**config.mk**
```make
export PLATFORM = sky130hd
export DESIGN_NAME = clk_div_prog_flat
export DESIGN_NICKNAME = d
export VERILOG_FILES = /design/src/rtl/clk_div_prog_pkg.sv /design/src/rtl/clk_div_prog_if.sv /design/src/rtl/clk_div_prog_chan.sv /design/src/rtl/clk_div_prog.sv /design/src/flat_wrapper.sv
export SDC_FILE = /design/constraint.sdc
export NUM_CORES = 1
export LEC_CHECK = 0
export CAP_MARGIN = 10
export CORE_MARGIN = 2
export CORE_UTILIZATION = 66
export DETAILED_ROUTE_END_ITERATION = 6
export MAX_ROUTING_LAYER = met4
export PLACE_DENSITY_LB_ADDON = 0.05
export SLEW_MARGIN = 20
export SYNTH_ARGS = -nofsm -noshare
export SYNTH_HDL_FRONTEND = slang
export SYNTH_HIERARCHICAL = 1
export SYNTH_SLANG_ARGS = --single-unit
```
**constraint.sdc**
```tcl
create_clock -name sys_clk -period 11 [get_ports sys_clk]
set_input_delay 2.2 -clock sys_clk [delete_from_list [all_inputs] [get_ports sys_clk]]
set_output_delay 2.2 -clock sys_clk [all_outputs]
set_load 0.1 [all_outputs]
```
**src/rtl/clk_div_prog_pkg.sv**
```systemverilog
// Shared constants and ratio helpers for the programmable clock divider.
package clk_div_pkg;

    localparam int unsigned DIV_MIN = 2;

    // Ratios below DIV_MIN cannot produce both a high and a low phase.
    function automatic int unsigned clamp_div(input int unsigned d);
        return (d < DIV_MIN) ? DIV_MIN : d;
    endfunction

    // The high phase takes the extra cycle when the ratio is odd.
    function automatic int unsigned high_len(input int unsigned d);
        return (d + 1) >> 1;
    endfunction

endpackage

```
**src/rtl/clk_div_prog_if.sv**
```systemverilog
// Configuration port of clk_div_prog: one valid/ready request per ratio/enable change.
interface clk_div_prog_if #(
    parameter int CHANNELS = 2,
    parameter int DIV_W    = 8
);
    localparam int CH_W = (CHANNELS > 1) ? $clog2(CHANNELS) : 1;

    logic             cfg_valid;
    logic             cfg_ready;
    logic [CH_W-1:0]  cfg_chan;
    logic [DIV_W-1:0] cfg_div;
    logic             cfg_en;

    modport master (
        output cfg_valid, cfg_chan, cfg_div, cfg_en,
        input  cfg_ready
    );

    modport slave (
        input  cfg_valid, cfg_chan, cfg_div, cfg_en,
        output cfg_ready
    );

endinterface

```
**src/rtl/clk_div_prog_chan.sv**
```systemverilog
// One divider channel: counter, active/shadow ratio and enable, and registered outputs.
module clk_div_chan
    import clk_div_pkg::*;
#(
    parameter int DIV_W   = 8,
    parameter int DEF_DIV = 4,
    parameter int DEF_EN  = 1
) (
    input  logic             i_clk,
    input  logic             i_rst,
    input  logic             i_load_stb,
    input  logic [DIV_W-1:0] i_div,
    input  logic             i_en,
    output logic             o_pending,
    output logic             o_clk,
    output logic             o_tick
);

    localparam logic [DIV_W-1:0] ONE = DIV_W'(1);

    logic [DIV_W-1:0] r_cnt;
    logic [DIV_W-1:0] r_div;
    logic             r_en;
    logic [DIV_W-1:0] r_div_sh;
    logic             r_en_sh;
    logic             r_pend;
    logic             r_clk;
    logic             r_tick;

    logic             w_last;
    logic             w_apply;
    logic [DIV_W-1:0] w_cnt_n;
    logic [DIV_W-1:0] w_div_n;
    logic             w_en_n;
    logic [DIV_W-1:0] w_hi_n;

    assign w_last  = (r_cnt == r_div - ONE);
    // Only swap at a period boundary, or any time the channel is idle.
    assign w_apply = r_pend && (w_last || !r_en);

    always_comb begin
        w_div_n = r_div;
        w_en_n  = r_en;
        w_cnt_n = r_cnt;
        if (w_apply) begin
            w_div_n = r_div_sh;
            w_en_n  = r_en_sh;
            w_cnt_n = r_en_sh ? '0 : (r_div_sh - ONE);
        end else if (r_en) begin
            w_cnt_n = w_last ? '0 : (r_cnt + ONE);
        end
    end

    assign w_hi_n = DIV_W'(high_len(32'(w_div_n)));

    always_ff @(posedge i_clk or posedge i_rst) begin
        if (i_rst) begin
            r_cnt    <= DIV_W'(DEF_DIV - 1);
            r_div    <= DIV_W'(DEF_DIV);
            r_en     <= 1'(DEF_EN);
            r_div_sh <= DIV_W'(DEF_DIV);
            r_en_sh  <= 1'(DEF_EN);
            r_pend   <= 1'b0;
            r_clk    <= 1'b0;
            r_tick   <= 1'b0;
        end else begin
            r_cnt  <= w_cnt_n;
            r_div  <= w_div_n;
            r_en   <= w_en_n;
            r_clk  <= w_en_n && (w_cnt_n < w_hi_n);
            r_tick <= w_en_n && (w_cnt_n == '0);
            if (i_load_stb) begin
                r_div_sh <= DIV_W'(clamp_div(32'(i_div)));
                r_en_sh  <= i_en;
                r_pend   <= 1'b1;
            end else if (w_apply) begin
                r_pend <= 1'b0;
            end
        end
    end

    assign o_pending = r_pend;
    assign o_clk     = r_clk;
    assign o_tick    = r_tick;

endmodule

```
**src/rtl/clk_div_prog.sv**
```systemverilog
// Multi-channel programmable clock divider with glitch-free run-time ratio/enable updates.
module clk_div_prog
    import clk_div_pkg::*;
#(
    parameter int CHANNELS = 2,
    parameter int DIV_W    = 8,
    parameter int DEF_DIV  = 4,
    parameter int DEF_EN   = 1
) (
    input  logic                sys_clk,
    input  logic                sys_rst,
    clk_div_prog_if.slave       cfg,
    output logic [CHANNELS-1:0] out_clk,
    output logic [CHANNELS-1:0] out_tick
);

    logic [CHANNELS-1:0] w_pend;
    logic [CHANNELS-1:0] w_load;
    logic                w_accept;
    logic                w_chan_ok;

    // One outstanding update at a time across all channels.
    assign cfg.cfg_ready = ~|w_pend;
    assign w_accept      = cfg.cfg_valid && cfg.cfg_ready;
    assign w_chan_ok     = (32'(cfg.cfg_chan) < CHANNELS);

    for (genvar g = 0; g < CHANNELS; g++) begin : g_ch
        assign w_load[g] = w_accept && w_chan_ok && (32'(cfg.cfg_chan) == g);

        clk_div_chan #(
            .DIV_W   (DIV_W),
            .DEF_DIV (DEF_DIV),
            .DEF_EN  (DEF_EN)
        ) u_chan (
            .i_clk      (sys_clk),
            .i_rst      (sys_rst),
            .i_load_stb (w_load[g]),
            .i_div      (cfg.cfg_div),
            .i_en       (cfg.cfg_en),
            .o_pending  (w_pend[g]),
            .o_clk      (out_clk[g]),
            .o_tick     (out_tick[g])
        );
    end

endmodule

```
**src/flat_wrapper.sv**
```systemverilog
// flat-port wrapper written by rule: the top's interface ports become plain ports
module clk_div_prog_flat import clk_div_pkg::*;
#(
    parameter int CHANNELS = 2,
    parameter int DIV_W    = 8,
    parameter int DEF_DIV  = 4,
    parameter int DEF_EN   = 1
)
  (sys_clk, sys_rst, out_clk, out_tick, cfg_cfg_valid, cfg_cfg_chan, cfg_cfg_div, cfg_cfg_en, cfg_cfg_ready);
  clk_div_prog_if #(.CHANNELS(CHANNELS), .DIV_W(DIV_W)) cfg_i ();
  input  logic sys_clk;
  input  logic sys_rst;
  output logic [CHANNELS-1:0] out_clk;
  output logic [CHANNELS-1:0] out_tick;
  input wire logic [$bits(cfg_i.cfg_valid)-1:0] cfg_cfg_valid;
  input wire logic [$bits(cfg_i.cfg_chan)-1:0] cfg_cfg_chan;
  input wire logic [$bits(cfg_i.cfg_div)-1:0] cfg_cfg_div;
  input wire logic [$bits(cfg_i.cfg_en)-1:0] cfg_cfg_en;
  output wire logic [$bits(cfg_i.cfg_ready)-1:0] cfg_cfg_ready;
  assign cfg_i.cfg_valid = cfg_cfg_valid;
  assign cfg_i.cfg_chan = cfg_cfg_chan;
  assign cfg_i.cfg_div = cfg_cfg_div;
  assign cfg_i.cfg_en = cfg_cfg_en;
  assign cfg_cfg_ready = cfg_i.cfg_ready;
  clk_div_prog #(.CHANNELS(CHANNELS), .DIV_W(DIV_W), .DEF_DIV(DEF_DIV), .DEF_EN(DEF_EN)) u_core (.sys_clk(sys_clk), .sys_rst(sys_rst), .cfg(cfg_i), .out_clk(out_clk), .out_tick(out_tick));
endmodule
```
==> flow_summary.toml <==
[outcome]
status = "finished with violations"
failed_checks = "DRC"

[placed_design]
gp_congestion = 0.929
place_area_mm2 = 0.00443
hpwl_mm = 7.63
io_buffers = 17
placed_cells = 530

[synthesis]
synth-edff-count = 0
syn_area_mm2 = 0.00427
async_flop_share = 1.00
syn_inst = 461
yosys_most_used_dff = "dfrtp_1"
ys_ff_latch = 58
synth.avg_cell_area_um2 = 9.27
yosysSeqAreaShare = 0.343
synth.yosys.warnings = 6
yosys.cell_types.count = 56
syn-num-nets = 496

[clock_tree]
cts_max_level = 3
ctsHoldBuffers = 0
clkSinkCount = 58
post_cts_resized = 0
numCtsBuffers = 9
clk_pin_slew_ps = 70
tritoncts = "yes"
cts_setup_buffers = 0
clock_path_buffers = 2
clkLatencyLatePin_ps = 340
root_buffer = "clkbuf_8"

[sta]
tns_ps = 0
relSlewSlack = 0.348
hold_viol_final = 0
period_minus_slack_ps = 5010
worst_slew_pin_slew_ps = 975
fmax_mhz = 200
slew_violations = 0
rsz0062_at_grt = "false"
finClkSkew_ps = 10.7
fin_crit_sh = 0.455
finalSetupViolations = 0

[grt]
antenna_found_initial = 0
grt_usage = 0.322
grt_pass1_vias = 3441
use_met1 = 0.474
grt_max_degree = 30
globalRouteMet2Util = 0.445
gr-max-usage-layer = "met1"
grt_first_pass_wirelength_mm = 17.6
overflow = 0
grtUsageMet3 = 0.0659

[cells_and_area]
drive_above_1_share = 0.141
antenna_cells = 0
area_growth_syn_to_layout_pct = 9.43
postLayoutCoreUtil = 0.741
fin_area_mm2 = 0.00468
finalNetCount = 499
layout_commonest_cell = "dfrtp_1"
regArea_mm2 = 0.00147
final_cell_mix = "dfrtp_1 (46), xnor2_1 (30), nor2_1 (28), nand2_1 (25)"
multi_input_area_mm2 = 0.00260
finalNonFillerCells = 546
fillers = 479

[floorplanning]
io_pins = 18
start_util = 0.677
core.rowCount = 29
die_area_mm2 = 0.00714
die_w_um = 84.5
coreArea_mm2 = 0.00631
fp.dieH_um = 84.5

[worst_setup_path]
r2r_slack_ps = 5990
arrival_ps = 5220
required_ps = 11210
crit_type = "flip-flop to flip-flop"
setup.worst_path.start_class = "flip-flop"
path_max_fanout = 18
end_kind = "flip-flop"

[route]
drcViolationCount = 1
via_count = 3560
routed_wl_mm = 10.3
drt-pass1-iter-count = 7
wl_per_cell_um = 18.9
via_per_inst = 6.52
drt_iter0_markers = 307
ant_nets = 0

[power]
p_leak_uw = 0.00198
vdd_drop_max_mv = 0.221
power.density_mw_per_mm2 = 347
finalPower_uw = 1620

[flow_run]
drv_cap = 0

[hold_path]
min-delay-path-class = "flip-flop to flip-flop"
## synthesized netlist by cell type (7+ instances only)
master,n,area [um^2]
a21oi_1,17,85.1
and3_1,10,62.6
buf_2,7,35.0
clkbuf_1,15,56.3
dfrtp_1,46,1150
dfstp_2,12,315
ha_1,22,275
inv_1,26,97.6
mux2_2,22,248
mux2i_1,11,110
nand2_1,25,93.8
nand2b_1,10,62.6
nand3_1,19,95.1
nand4_1,12,75.1
nor2_1,28,105
nor2b_1,12,75.1
nor3_1,14,70.1
o21ai_0,24,120
xnor2_1,30,263
xor2_1,20,175
## state kept, by name, summed over array words and instances, names as in the netlist
name and flops:
u_core/g_ch.u_chan/r_div 16, u_core/g_ch.u_chan/o_pending 2, u_core/g_ch.u_chan/r_div_sh 16, u_core/g_ch.u_chan/o_clk 2
u_core/g_ch.u_chan/r_en 2, u_core/g_ch.u_chan/o_tick 2, u_core/g_ch.u_chan/r_en_sh 2, u_core/g_ch.u_chan/r_cnt 16
## path summary, 6_finish.rpt
check | from | to | depth (start not counted)
max | u_core/g_ch[0].u_chan/r_div[0]$_DFF_PP0_ | u_core/g_ch[0].u_chan/o_clk$_DFF_PP0_ | 19
min | u_core/g_ch[1].u_chan/r_div_sh[7]$_DFFE_PP0P_ | u_core/g_ch[1].u_chan/r_div_sh[7]$_DFFE_PP0P_ | 1
max reg2reg | u_core/g_ch[0].u_chan/r_div[0]$_DFF_PP0_ | u_core/g_ch[0].u_chan/o_clk$_DFF_PP0_ | 19
min reg2reg | u_core/g_ch[1].u_chan/r_div_sh[7]$_DFFE_PP0P_ | u_core/g_ch[1].u_chan/r_div_sh[7]$_DFFE_PP0P_ | 1
max in group asynchronous | sys_rst | u_core/g_ch[0].u_chan/r_cnt[1]$_DFF_PP1_ | 2
min in group asynchronous | sys_rst | u_core/g_ch[1].u_chan/r_div[3]$_DFF_PP0_ | 2
## kinds of logic (layout without fill, tap and decap cells)
family	Yosys count	after routing	share of synthesized area
muxes	33	33	0.0837
buffers and inverters	52	60	0.0512
DFF	58	58	0.343
xor gates and xnor gates	50	50	0.102
adders and majority gates	22	22	0.0644
AOI/OAI and AO/OA	90	90	0.149
and+or+nand+nor	156	156	0.206
## metal layers
layer / share of wire / vias to the layer above
met4: 0.011 / 0
li1: - / 1667
met2: 0.44 / 160
met5: 0 / -
met3: 0.084 / 12
met1: 0.47 / 1721
## where the power goes
part | switching, uW | internal, uW
clock network | 89.0 | 146
registers | 189 | 329
logic | 491 | 380
## through the flow
| stage | hold WS, ps | worst slack, ps |
|---|---|---|
| 6_report | 586 | 5990 |
| 5_1_grt | 614 | 5420 |
| 4_1_cts | 589 | 5870 |
| 3_5_place_dp | 568 | 5910 |
| 3_3_place_gp | 559 | 5940 |
| 2_1_floorplan | 521 | 6490 |
## final cells by class
type                            count  area share
Multi-Input combinational cell    351       0.556
Tap cell                           77      0.0206
Timing Repair Buffer               18      0.0380
Inverter                           26      0.0209
Sequential cell                    58       0.314
Clock buffer                       12      0.0353
Clock inverter                      4      0.0155
## critical path, cell delays in order, from the launching register on
cell	delay, ps
dfrtp_1	500
inv_1	80
ha_1	290
o21bai_1	180
a2111oi_0	410
a311oi_1	140
a2111oi_4	600
o21ai_2	360
o21ai_0	360
ha_1	260
and3_1	200
nand3_1	80
o21a_1	200
or3_1	380
ha_1	300
nand4_1	100
o21ai_0	170
nor2_1	70
o211ai_1	80
o21ai_0	120
No activity file was read; power rests on OpenSTA's default activity.
